## src/rtl/ovl_fire_pkg.sv

```systemverilog
// ovl_fire_pkg
//   Shared types and helpers for the OVL fire collector.
//   - evt_t          : {mask, ts} event record at the default sizes
//   - lowest_set_idx : index of the lowest set bit of a 16-bit vector
//   - ptr_w / PTR_W  : FIFO pointer width (address bits + 1 wrap bit)
package ovl_fire_pkg;

  localparam int DEF_NUM_CHK = 4;
  localparam int DEF_TS_W    = 16;
  localparam int DEF_DEPTH   = 4;

  // One extra pointer bit distinguishes full from empty when the
  // address bits match.
  localparam int PTR_W = $clog2(DEF_DEPTH) + 1;

  typedef struct packed {
    logic [DEF_NUM_CHK-1:0] mask;
    logic [DEF_TS_W-1:0]    ts;
  } evt_t;

  function automatic int ptr_w(int depth);
    return $clog2(depth) + 1;
  endfunction

  // Scan from the top down so the last hit is the lowest index.
  function automatic logic [3:0] lowest_set_idx(logic [15:0] v);
    logic [3:0] idx;
    idx = '0;
    for (int i = 15; i >= 0; i--) begin
      if (v[i]) idx = 4'(i);
    end
    return idx;
  endfunction

endpackage

```

## src/rtl/ovl_fire_collector_if.sv

```systemverilog
// ovl_fire_collector_if
//   Event stream from the collector FIFO to its consumer.
//   evt_valid/evt_mask/evt_ts : head of FIFO (master drives)
//   evt_ready                 : consumer accepts head (slave drives)
interface ovl_fire_collector_if #(
  parameter int NUM_CHK = 4,
  parameter int TS_W    = 16
);
  logic               evt_valid;
  logic               evt_ready;
  logic [NUM_CHK-1:0] evt_mask;
  logic [TS_W-1:0]    evt_ts;

  modport master (output evt_valid, evt_mask, evt_ts, input evt_ready);
  modport slave  (input evt_valid, evt_mask, evt_ts, output evt_ready);
endinterface

```

## src/rtl/ovl_fire_fifo.sv

```systemverilog
// ovl_fire_fifo
//   Synchronous DEPTH-entry FIFO, registered output path (no fall-through).
//   clock, reset (sync, active low), flush (empties, priority over push/pop)
//   push/din : write when asserted; caller must not push when full unless
//              it also pops in the same cycle
//   pop      : advance head; dout is the current head, full/empty flags
module ovl_fire_fifo
  import ovl_fire_pkg::*;
#(
  parameter int DW    = 20,
  parameter int DEPTH = 4
) (
  input  logic          clock,
  input  logic          reset,
  input  logic          flush,
  input  logic          push,
  input  logic          pop,
  input  logic [DW-1:0] din,
  output logic [DW-1:0] dout,
  output logic          full,
  output logic          empty
);

  localparam int PW = ptr_w(DEPTH);
  localparam int AW = PW - 1;

  logic [PW-1:0]             wr_q, wr_d, rd_q, rd_d;
  logic [DEPTH-1:0][DW-1:0]  mem_q, mem_d;

  assign empty = (wr_q == rd_q);
  assign full  = (wr_q[PW-1] != rd_q[PW-1]) && (wr_q[AW-1:0] == rd_q[AW-1:0]);
  assign dout  = mem_q[rd_q[AW-1:0]];

  // Push while full is legal only with a pop: the written slot is the
  // head being read out this same cycle.
  always_comb begin
    wr_d  = wr_q;
    rd_d  = rd_q;
    mem_d = mem_q;
    if (flush) begin
      wr_d = '0;
      rd_d = '0;
    end else begin
      if (push) begin
        mem_d[wr_q[AW-1:0]] = din;
        wr_d = wr_q + PW'(1);
      end
      if (pop) rd_d = rd_q + PW'(1);
    end
  end

  always_ff @(posedge clock) begin
    if (!reset) begin
      wr_q <= '0;
      rd_q <= '0;
    end else begin
      wr_q <= wr_d;
      rd_q <= rd_d;
    end
  end

  // Storage needs no reset: nothing is visible until a push lands.
  always_ff @(posedge clock) mem_q <= mem_d;

endmodule

```

## src/rtl/ovl_fire_collector.sv

```systemverilog
// ovl_fire_collector
//   Collects OVL assertion-fire bits: saturating per-checker counts,
//   first-failure latch, free-running timestamp and a timestamped event
//   FIFO drained over a valid/ready interface.
//   clock, reset (sync, active low), enable, clear, fire_in[NUM_CHK]
//   evt (master)  : evt_valid/evt_mask/evt_ts out, evt_ready in
//   fail_cnt      : packed counts, checker i at [i*CNT_W +: CNT_W]
//   first_valid/first_id/first_ts, overflow (sticky), any_fail
//   Optional: OVL_FIRE_COLLECTOR_DISPLAY_EN prints event/first-fail lines.
module ovl_fire_collector
  import ovl_fire_pkg::*;
#(
  parameter int NUM_CHK = 4,
  parameter int CNT_W   = 8,
  parameter int TS_W    = 16,
  parameter int DEPTH   = 4,
  localparam int FID_W  = (NUM_CHK > 1) ? $clog2(NUM_CHK) : 1
) (
  input  logic                     clock,
  input  logic                     reset,
  input  logic                     enable,
  input  logic                     clear,
  input  logic [NUM_CHK-1:0]       fire_in,
  ovl_fire_collector_if.master     evt,
  output logic [NUM_CHK*CNT_W-1:0] fail_cnt,
  output logic                     first_valid,
  output logic [FID_W-1:0]         first_id,
  output logic [TS_W-1:0]          first_ts,
  output logic                     overflow,
  output logic                     any_fail
);

  localparam int DW = NUM_CHK + TS_W;

  logic [TS_W-1:0]                ts_q, ts_d;
  logic [NUM_CHK-1:0][CNT_W-1:0]  cnt_q, cnt_d;
  logic                           first_valid_q, first_valid_d;
  logic [FID_W-1:0]               first_id_q, first_id_d;
  logic [TS_W-1:0]                first_ts_q, first_ts_d;
  logic                           overflow_q, overflow_d;
  logic                           any_fail_q, any_fail_d;

  logic            evt_hit, push, pop, full, empty;
  logic [DW-1:0]   head;
  logic [15:0]     fire_ext;

  assign evt_hit = enable && (|fire_in);
  assign pop     = !empty && evt.evt_ready;
  // Full + pop frees the head slot this cycle, so the push still fits.
  assign push    = evt_hit && !clear && (!full || pop);

  always_comb begin
    fire_ext = '0;
    fire_ext[NUM_CHK-1:0] = fire_in;
  end

  always_comb begin
    ts_d          = ts_q + TS_W'(1);
    cnt_d         = cnt_q;
    first_valid_d = first_valid_q;
    first_id_d    = first_id_q;
    first_ts_d    = first_ts_q;
    overflow_d    = overflow_q;
    any_fail_d    = 1'b0;
    if (clear) begin
      cnt_d         = '0;
      first_valid_d = 1'b0;
      first_id_d    = '0;
      first_ts_d    = '0;
      overflow_d    = 1'b0;
    end else if (evt_hit) begin
      for (int i = 0; i < NUM_CHK; i++) begin
        if (fire_in[i] && (cnt_q[i] != {CNT_W{1'b1}}))
          cnt_d[i] = cnt_q[i] + CNT_W'(1);
      end
      if (!first_valid_q) begin
        first_valid_d = 1'b1;
        first_id_d    = FID_W'(lowest_set_idx(fire_ext));
        first_ts_d    = ts_q;
      end
      if (full && !pop) overflow_d = 1'b1;
    end
    // Taken from next-state so any_fail moves with the counts.
    for (int i = 0; i < NUM_CHK; i++) begin
      if (cnt_d[i] != '0) any_fail_d = 1'b1;
    end
  end

  always_ff @(posedge clock) begin
    if (!reset) begin
      ts_q          <= '0;
      cnt_q         <= '0;
      first_valid_q <= 1'b0;
      first_id_q    <= '0;
      first_ts_q    <= '0;
      overflow_q    <= 1'b0;
      any_fail_q    <= 1'b0;
    end else begin
      ts_q          <= ts_d;
      cnt_q         <= cnt_d;
      first_valid_q <= first_valid_d;
      first_id_q    <= first_id_d;
      first_ts_q    <= first_ts_d;
      overflow_q    <= overflow_d;
      any_fail_q    <= any_fail_d;
    end
  end

  ovl_fire_fifo #(.DW(DW), .DEPTH(DEPTH)) u_fifo (
    .clock (clock),
    .reset (reset),
    .flush (clear),
    .push  (push),
    .pop   (pop),
    .din   ({fire_in, ts_q}),
    .dout  (head),
    .full  (full),
    .empty (empty)
  );

  // Head fields are forced to zero while empty so stale storage never shows.
  assign evt.evt_valid = !empty;
  assign evt.evt_mask  = empty ? '0 : head[DW-1:TS_W];
  assign evt.evt_ts    = empty ? '0 : head[TS_W-1:0];

  assign fail_cnt    = cnt_q;
  assign first_valid = first_valid_q;
  assign first_id    = first_id_q;
  assign first_ts    = first_ts_q;
  assign overflow    = overflow_q;
  assign any_fail    = any_fail_q;

`ifdef OVL_FIRE_COLLECTOR_DISPLAY_EN
  always_ff @(posedge clock) begin
    if (reset && !clear && evt_hit) begin
      $display("OVL_FIRE t=%0d mask=%h %s", ts_q, fire_in,
               push ? "ACCEPTED" : "DROPPED");
      if (!first_valid_q) $display("OVL_FIRE FIRST id=%0d", first_id_d);
    end
  end
`else
`endif

endmodule

```

## src/flat_wrapper.sv

```systemverilog
// flat-port wrapper written by rule: the top's interface ports become plain ports
module ovl_fire_collector_flat import ovl_fire_pkg::*;
#(
  parameter int NUM_CHK = 4,
  parameter int CNT_W   = 8,
  parameter int TS_W    = 16,
  parameter int DEPTH   = 4,
  localparam int FID_W  = (NUM_CHK > 1) ? $clog2(NUM_CHK) : 1
)
  (clock, reset, enable, clear, fire_in, fail_cnt, first_valid, first_id, first_ts, overflow, any_fail, evt_evt_valid, evt_evt_mask, evt_evt_ts, evt_evt_ready);
  ovl_fire_collector_if #(.NUM_CHK(NUM_CHK), .TS_W(TS_W)) evt_i ();
  input  logic clock;
  input  logic reset;
  input  logic enable;
  input  logic clear;
  input  logic [NUM_CHK-1:0] fire_in;
  output logic [NUM_CHK*CNT_W-1:0] fail_cnt;
  output logic first_valid;
  output logic [FID_W-1:0] first_id;
  output logic [TS_W-1:0] first_ts;
  output logic overflow;
  output logic any_fail;
  output wire logic [$bits(evt_i.evt_valid)-1:0] evt_evt_valid;
  output wire logic [$bits(evt_i.evt_mask)-1:0] evt_evt_mask;
  output wire logic [$bits(evt_i.evt_ts)-1:0] evt_evt_ts;
  input wire logic [$bits(evt_i.evt_ready)-1:0] evt_evt_ready;
  assign evt_evt_valid = evt_i.evt_valid;
  assign evt_evt_mask = evt_i.evt_mask;
  assign evt_evt_ts = evt_i.evt_ts;
  assign evt_i.evt_ready = evt_evt_ready;
  ovl_fire_collector #(.NUM_CHK(NUM_CHK), .CNT_W(CNT_W), .TS_W(TS_W), .DEPTH(DEPTH)) u_core (.clock(clock), .reset(reset), .enable(enable), .clear(clear), .fire_in(fire_in), .evt(evt_i), .fail_cnt(fail_cnt), .first_valid(first_valid), .first_id(first_id), .first_ts(first_ts), .overflow(overflow), .any_fail(any_fail));
endmodule
```

## config.mk

```make
export PLATFORM = sky130hd
export DESIGN_NAME = ovl_fire_collector_flat
export DESIGN_NICKNAME = d
export VERILOG_FILES = /design/src/rtl/ovl_fire_pkg.sv /design/src/rtl/ovl_fire_collector_if.sv /design/src/rtl/ovl_fire_fifo.sv /design/src/rtl/ovl_fire_collector.sv /design/src/flat_wrapper.sv
export SDC_FILE = /design/constraint.sdc
export NUM_CORES = 1
export LEC_CHECK = 0
export BUFFER_PORTS_ARGS = -buffer_cell sky130_fd_sc_hd__buf_4
export CELL_PAD_IN_SITES_DETAIL_PLACEMENT = 1
export CELL_PAD_IN_SITES_GLOBAL_PLACEMENT = 2
export CORE_ASPECT_RATIO = 1.75
export CORE_MARGIN = 1
export CORE_UTILIZATION = 42
export CTS_CLUSTER_DIAMETER = 200
export DETAILED_ROUTE_END_ITERATION = 7
export PLACE_DENSITY_LB_ADDON = 0.1
export SYNTH_ARGS = -nofsm -noshare
export SYNTH_HDL_FRONTEND = slang
export SYNTH_HIERARCHICAL = 1
export SYNTH_SLANG_ARGS = --single-unit
export TNS_END_PERCENT = 1
```

## constraint.sdc

```tcl
create_clock -name clock -period 3.9 [get_ports clock]
set_input_delay 0.195 -clock clock [delete_from_list [all_inputs] [get_ports clock]]
set_output_delay 0.195 -clock clock [all_outputs]
set_load 0.01 [all_outputs]
```

# Word-level counts from Yosys, hierarchy flattened
# Index checks and enable logic that the tools add are counted.
[word_totals]
output_inout_bits = 74
wordCells = 82
ff_bits = 155
[classes]
bitwise_logic = 3
reduce_logical = 25
eq_ne = 7
muxes = 21
n_lt_le_gt_ge = 3
add_sub_neg = 7
[op_table]
columns = ["cell", "n"]
rows = [
  ["80-bit bitwise mux", 1],
  ["32-bit two-way mux", 2],
  ["20-bit binary-select mux with 2-bit select", 1],
  ["20-bit demux with 2-bit select", 1],
  ["20-bit two-way mux", 2],
  ["8-bit by 1-bit adder with 8-bit output, second input constant", 4],
  ["8-bit two-way mux", 4],
  ["8-bit inequality test, second input constant", 4],
  ["8-bit nonzero test", 4],
  ["16-bit by 1-bit adder with 16-bit output, second input constant", 1],
  ["16-bit two-way mux", 1],
  ["1-bit logical AND", 11],
  ["2-bit two-way mux", 4],
  ["3-bit by 1-bit adder with 3-bit output, second input constant", 2],
  ["2-bit by 3-bit less-than comparator with 1-bit output, second input constant", 2],
  ["2-bit AND reduction", 3],
  ["1-bit logical NOT", 4],
  ["1-bit two-way mux", 4],
  ["4-bit two-way mux", 1],
  ["4-bit OR reduction", 1],
  ["3-bit == test", 1],
  ["1-bit inverter", 3],
  ["2-bit == test", 1],
  ["2-bit by 1-bit >= comparator with 1-bit output, second input constant", 1],
  ["3 further kinds", 3],
]

# Logic depth before layout (Yosys ltp)
[logic_depth]
depth_word = 10
depth_mapped = 8

# Hierarchy
# Netlist, hierarchy kept.
[modules_own_cells]
columns = ["mod", "area_each_um2", "cells_per_inst", "instances", "seq_area_each_um2"]
rows = [
  ["ovl_fire_collector", 3395.8, 412, 1, 1381.3],
  ["ovl_fire_fifo", 3256.9, 142, 1, 2522.4],
]

# Worst setup path after synthesis
# No wires, ideal clock.
[synth_path]
kind = "reg2reg"
startpoint = "register u_core.u_fifo.rd_q[0]"
endpoint = "register u_core/u_fifo/mem_q[60] in the netlist's numbering (enable)"
path_slack_ns = 1.134
synth_period_minus_slack_ns = 2.766
arrival_ns = 2.388
path_stages_with_launch = 9
path_buffers = 1
setup_ns = 0.378
path_cell_list = "dfxtp_1 > buf_6 > xor2_1 > nor3b_1 > inv_1 > nand2_1 > a211oi_1 > nor2b_1 > and2_1"
[synth_between]
elab_chain_cells = 6
[synth_lines]
columns = ["item", "line_no", "rtl"]
rows = [
  ["from (decl)", "ovl_fire_fifo.sv:27", "logic [PW-1:0] wr_q, wr_d, rd_q, rd_d;"],
  ["from (signal assigned)", "ovl_fire_fifo.sv:58", "rd_q <= rd_d;"],
  ["3-bit == test", "ovl_fire_fifo.sv:30", "assign empty = (wr_q == rd_q);"],
  ["net u_core.empty", "ovl_fire_collector.sv:43", "logic evt_hit, push, pop, full, empty;"],
  ["1-bit logical NOT", "--", ""],
  ["net evt_evt_valid", "flat_wrapper.sv:23", "output wire logic [$bits(evt_i.evt_valid)-1:0] evt_evt_valid;"],
  ["1-bit logical AND", "ovl_fire_collector.sv:48", "assign pop = !empty && evt.evt_ready;"],
  ["1-bit logical OR", "ovl_fire_collector.sv:50", "assign push = evt_hit && !clear && (!full || pop);"],
  ["1-bit logical AND", "ovl_fire_collector.sv:50", ""],
  ["net u_core.push", "ovl_fire_collector.sv:43", ""],
  ["2-bit AND reduction (no source line)", "--", ""],
  ["to (signal assigned)", "ovl_fire_fifo.sv:63", "always_ff @(posedge clock) mem_q <= mem_d;"],
  ["to (decl)", "ovl_fire_fifo.sv:28", "logic [DEPTH-1:0][DW-1:0] mem_q, mem_d;"],
]
# The timed path passes the listed nets, and every way through them passes these cells.
# A chain may end at the register's enable or synchronous reset.

# Worst setup path after layout
[layout_path]
startpoint = "register u_core.u_fifo.wr_q[0]"
endpoint = "register u_core/u_fifo/mem_q[46] in the netlist's numbering (enable)"
[layout_between]
elab_chain_cells = 6
[layout_lines]
columns = ["item", "line_no", "rtl"]
rows = [
  ["from (decl)", "ovl_fire_fifo.sv:27", ""],
  ["from (signal assigned)", "ovl_fire_fifo.sv:57", "wr_q <= wr_d;"],
  ["3-bit == test", "ovl_fire_fifo.sv:30", ""],
  ["net u_core.empty", "ovl_fire_collector.sv:43", ""],
  ["1-bit logical NOT", "ovl_fire_collector.sv:48", ""],
  ["1-bit logical AND", "ovl_fire_collector.sv:48", ""],
  ["1-bit logical OR", "ovl_fire_collector.sv:50", ""],
  ["1-bit logical AND", "ovl_fire_collector.sv:50", ""],
  ["net u_core.push", "ovl_fire_collector.sv:43", ""],
  ["2-bit AND reduction (no source line)", "--", ""],
]
# The timed path passes the listed nets, and every way through them passes these cells.

==> summary.txt <==
GRT
  • First-pass GRT wire length: 26200 um
  • Largest net degree at the start of global routing: 42
  • Initial antenna violation count: 0
  • GRT Resource Usage Total: 21.4%
  • Gr ovfl total: 0
  • Vias in the first global route: a little under 5000

Floorplan
  • I/O pin total: slightly above 80
  • Chip width: 97.1 um
  • Core Region: 15400 um2
  • Die Height: approximately 170 um
  • Initial Util: between 40% and 50%
  • Die area: 16400 um2
  • Row cnt: 60

Power and ir drop
  • Worst vdd ir: around 0.00028 V
  • Total leakage power: 2.94 nW
  • PwrDens: 437 nW/um2
  • Total power: around 3.5 mW

Synth
  • Synth unique cells: 52
  • Simple-Gate Fraction of Synth Area: 18.1%
  • Post-synth EDFFs: 80
  • Most common cell in the netlist: edfxtp_1
  • Top cells by area, synth: edfxtp_1, dfxtp_1, mux4_2, nand2_1, nor2b_1
  • Commonest cells post-synth: edfxtp_1, dfxtp_1, nand2_1, nor2_1, nor2b_1
  • Post-Syn Nets: 573
  • Top cell type's share of synthesized area: a little over a third
  • Synthesized area per cell: 12.0 um2
  • Largest family of logic cells by synthesized area: simple AND/OR/NAND/NOR gates
  • Synth Area in Compound Gates: 5.89%
  • Adder-Cell Fraction of Synth Area: 1.88%
  • Seq cells post-synth: ~160
  • Seq/Total Area, Yosys: 58.7%
  • Post-Synthesis Cells: 554
  • Post-synth top flop: edfxtp_1
  • Mapped Area: 6650 um2
  • Ys Warns: 6
  • Top cell type by total area after synthesis: edfxtp_1
  • Xor/xnor cell area share of the yosys netlist: under 10%
  • Mux cell area share after synthesis: 9.57%
  • Async S/R FF share, synth: 0%

Layout
  • Fin cells: 842
  • Diode count: 0
  • Area Overhead vs Synth: 21.3%
  • Nets: 662
  • Share of layout cells above drive strength 1: 23.6%

CTS
  • PostCTS Resize Cnt: 0
  • Clk buf depth: 2
  • Clock Tree Root: clkbuf_16
  • Hold Buf Count CTS: 1
  • CTS clock-pin slew for the worst setup and hold paths: 0.06 ns
  • Setup bufs post-CTS: 0
  • TritonCTS clock tree: done
  • Clk_lat worst skew: 0.42 ns
  • Total CTS buffers: 17
  • # clock sinks: ~160
  • H-Tree Depth: 4

Critical path
  • Critical path class: flop to flop
  • Crit end category: flop
  • R2R Setup Slk: between 0.8 and 0.9 ns
  • Critical path cell sequence: xor2_1 -> nor3b_2 -> buf_4 -> inv_1 -> nand2_1 -> a211oi_1 -> nor2b_1 -> and2_1 -> buf_4
  • Critical Path End: u_core/u_fifo/mem_q[46]$_DFFE_PP_
  • Worst path max stage delay: 0.72 ns
  • Crit. Startpoint: u_core/u_fifo/wr_q[0]$_SDFFE_PP0P_
  • Max Fanout on Critical Path: 21
  • Critical path depth in cells: 9
  • CP Launch Type: flop
  • Crit path max-delay cell type: a211oi_1
  • CP Data Required Time: 3.98 ns
  • Worst r2r src: u_core/u_fifo/wr_q[0]$_SDFFE_PP0P_
  • Worst Path Buf+Inv: 3
  • Path depth of the worst reg2reg path: 9
  • R2r endpoint: u_core/u_fifo/mem_q[46]$_DFFE_PP_
  • Crit-path most repeated cell: buf_4
  • Arrival @ worst endpoint: 3.14 ns
  • CP top delay family: compound AO/OA/AOI/OAI gates

Drt
  • Pre-antenna DRT Iters: 4
  • Routed WL: 16700 um
  • # DRC: 0
  • DRT iter0 DRCs: ~130
  • Detail-routed via count per cell: 5.42
  • WL per Instance: 19.8 um
  • Detail Route Antenna Nets: 0
  • DR vias: 4563

Placement
  • Port buffer count: 82
  • DP Cell Count: 809
  • Global placement routability congestion: 0.801
  • Hpwl dp: 11900 um
  • Setup WS pre-CTS: ~0.94 ns

Timing
  • RSZ-0062 raised after global routing: no
  • Clk_skew: 0.0108 ns
  • Final count of negative-setup-slack endpoints: 0
  • Final Hold Fails: 0
  • Period utilisation layout: 78.3%
  • Relative slew slack: between 20% and 30%
  • Worst Tran Pin Value: between 1 and 1.5 ns
  • Post-route setup slack: between 0.8 and 0.9 ns
  • Setup TNS: 0 ns
  • Pins Over Slew Limit: 0
  • F_max: 327 MHz
  • Final min period: 3.05 ns

Min path
  • Hold WC Path Type: input pin to flop

Run status
  • Status: finished clean

Run
  • Max Cap Viol: 0
-- where the power goes --
group	internal [mW]	total, mW	switching [mW]
clock	0.957	1.64	0.687
sequential	1.72	1.74	0.0135
combinational	0.0592	0.147	0.0877
total	2.74	3.53	0.788
-- sequential cells by signal, indices dropped and copies added, names as in the netlist --
signal	cells
u_core/first_ts	16
u_core/overflow	1
u_core/u_fifo/wr_q	3
u_core/u_fifo/rd_q	3
u_core/any_fail	1
u_core/u_fifo/mem_q	80
u_core/first_id	2
u_core/ts_q	16
u_core/fail_cnt	32
u_core/first_valid	1
-- routing by layer --
| metal | global-route usage (%) | vias to the layer above | share of wire (%) |
|---|---|---|---|
| li1 | - | 2184 | - |
| met1 | 21.4 | 2248 | 36 |
| met2 | 41.6 | 107 | 57 |
| met3 | 5.00 | 24 | 3.6 |
| met4 | 8.96 | 0 | 3.6 |
| met5 | 0 | - | 0 |
-- worst min path at each step --
stage	startpoint	to	slack, ns	depth (start not counted)
floorplan	clear	u_core/fail_cnt[23]$_SDFF_PN0_	0.27	1
global placement	clear	u_core/fail_cnt[23]$_SDFF_PN0_	0.44	2
detailed placement	clear	u_core/fail_cnt[23]$_SDFF_PN0_	0.44	2
CTS	fire_in[2]	u_core/u_fifo/mem_q[58]$_DFFE_PP_	0.03	1
global route	fire_in[2]	u_core/u_fifo/mem_q[38]$_DFFE_PP_	0.03	1
finish	fire_in[2]	u_core/u_fifo/mem_q[38]$_DFFE_PP_	0.04	1
-- placed cells by master (no fill, tap or decap), types with 9 or more instances in the layout --
cell       count
and2_1        23
xor2_1         9
nand3_1       18
clkbuf_16     17
nor2_1        41
edfxtp_1      80
ha_1          10
nand2_1       59
dfxtp_1       75
mux2i_1       13
nand4_1       10
xnor2_1       21
nor2b_1       31
buf_4         90
mux4_2        18
a21oi_1       27
-- metrics by stage --
stage	hold WS, ns	util (%)	cell area (um2)
6_report	0.0415	52.4	8070
5_1_grt	0.0288	52.4	8070
4_1_cts	0.0282	52.4	8070
3_5_place_dp	0.439	48.5	7470
3_3_place_gp	0.435	48.5	7470
2_1_floorplan	0.271	-	6650
-- area by class of cell --
cell class / instances / area, um2
timing repair buffer: 91 / 686
clock inverter: 14 / 160
fill: 1646 / 7320
sequential: 155 / 3900
tap: 186 / 233
clock buffer: 18 / 429
inverter: 8 / 30.0
multi-input combinational: 370 / 2630
-- logic make-up after synthesis --
kind of cell             count (synthesis)
AO/OA/AOI/OAI                           62
XOR/XNOR                                30
adder cells (fa/ha/maj)                 10
buffers and inverters                   29
flip-flops                             155
multiplexers                            37
AND/OR/NAND/NOR                        231
No activity file was read; power rests on OpenSTA's default activity.
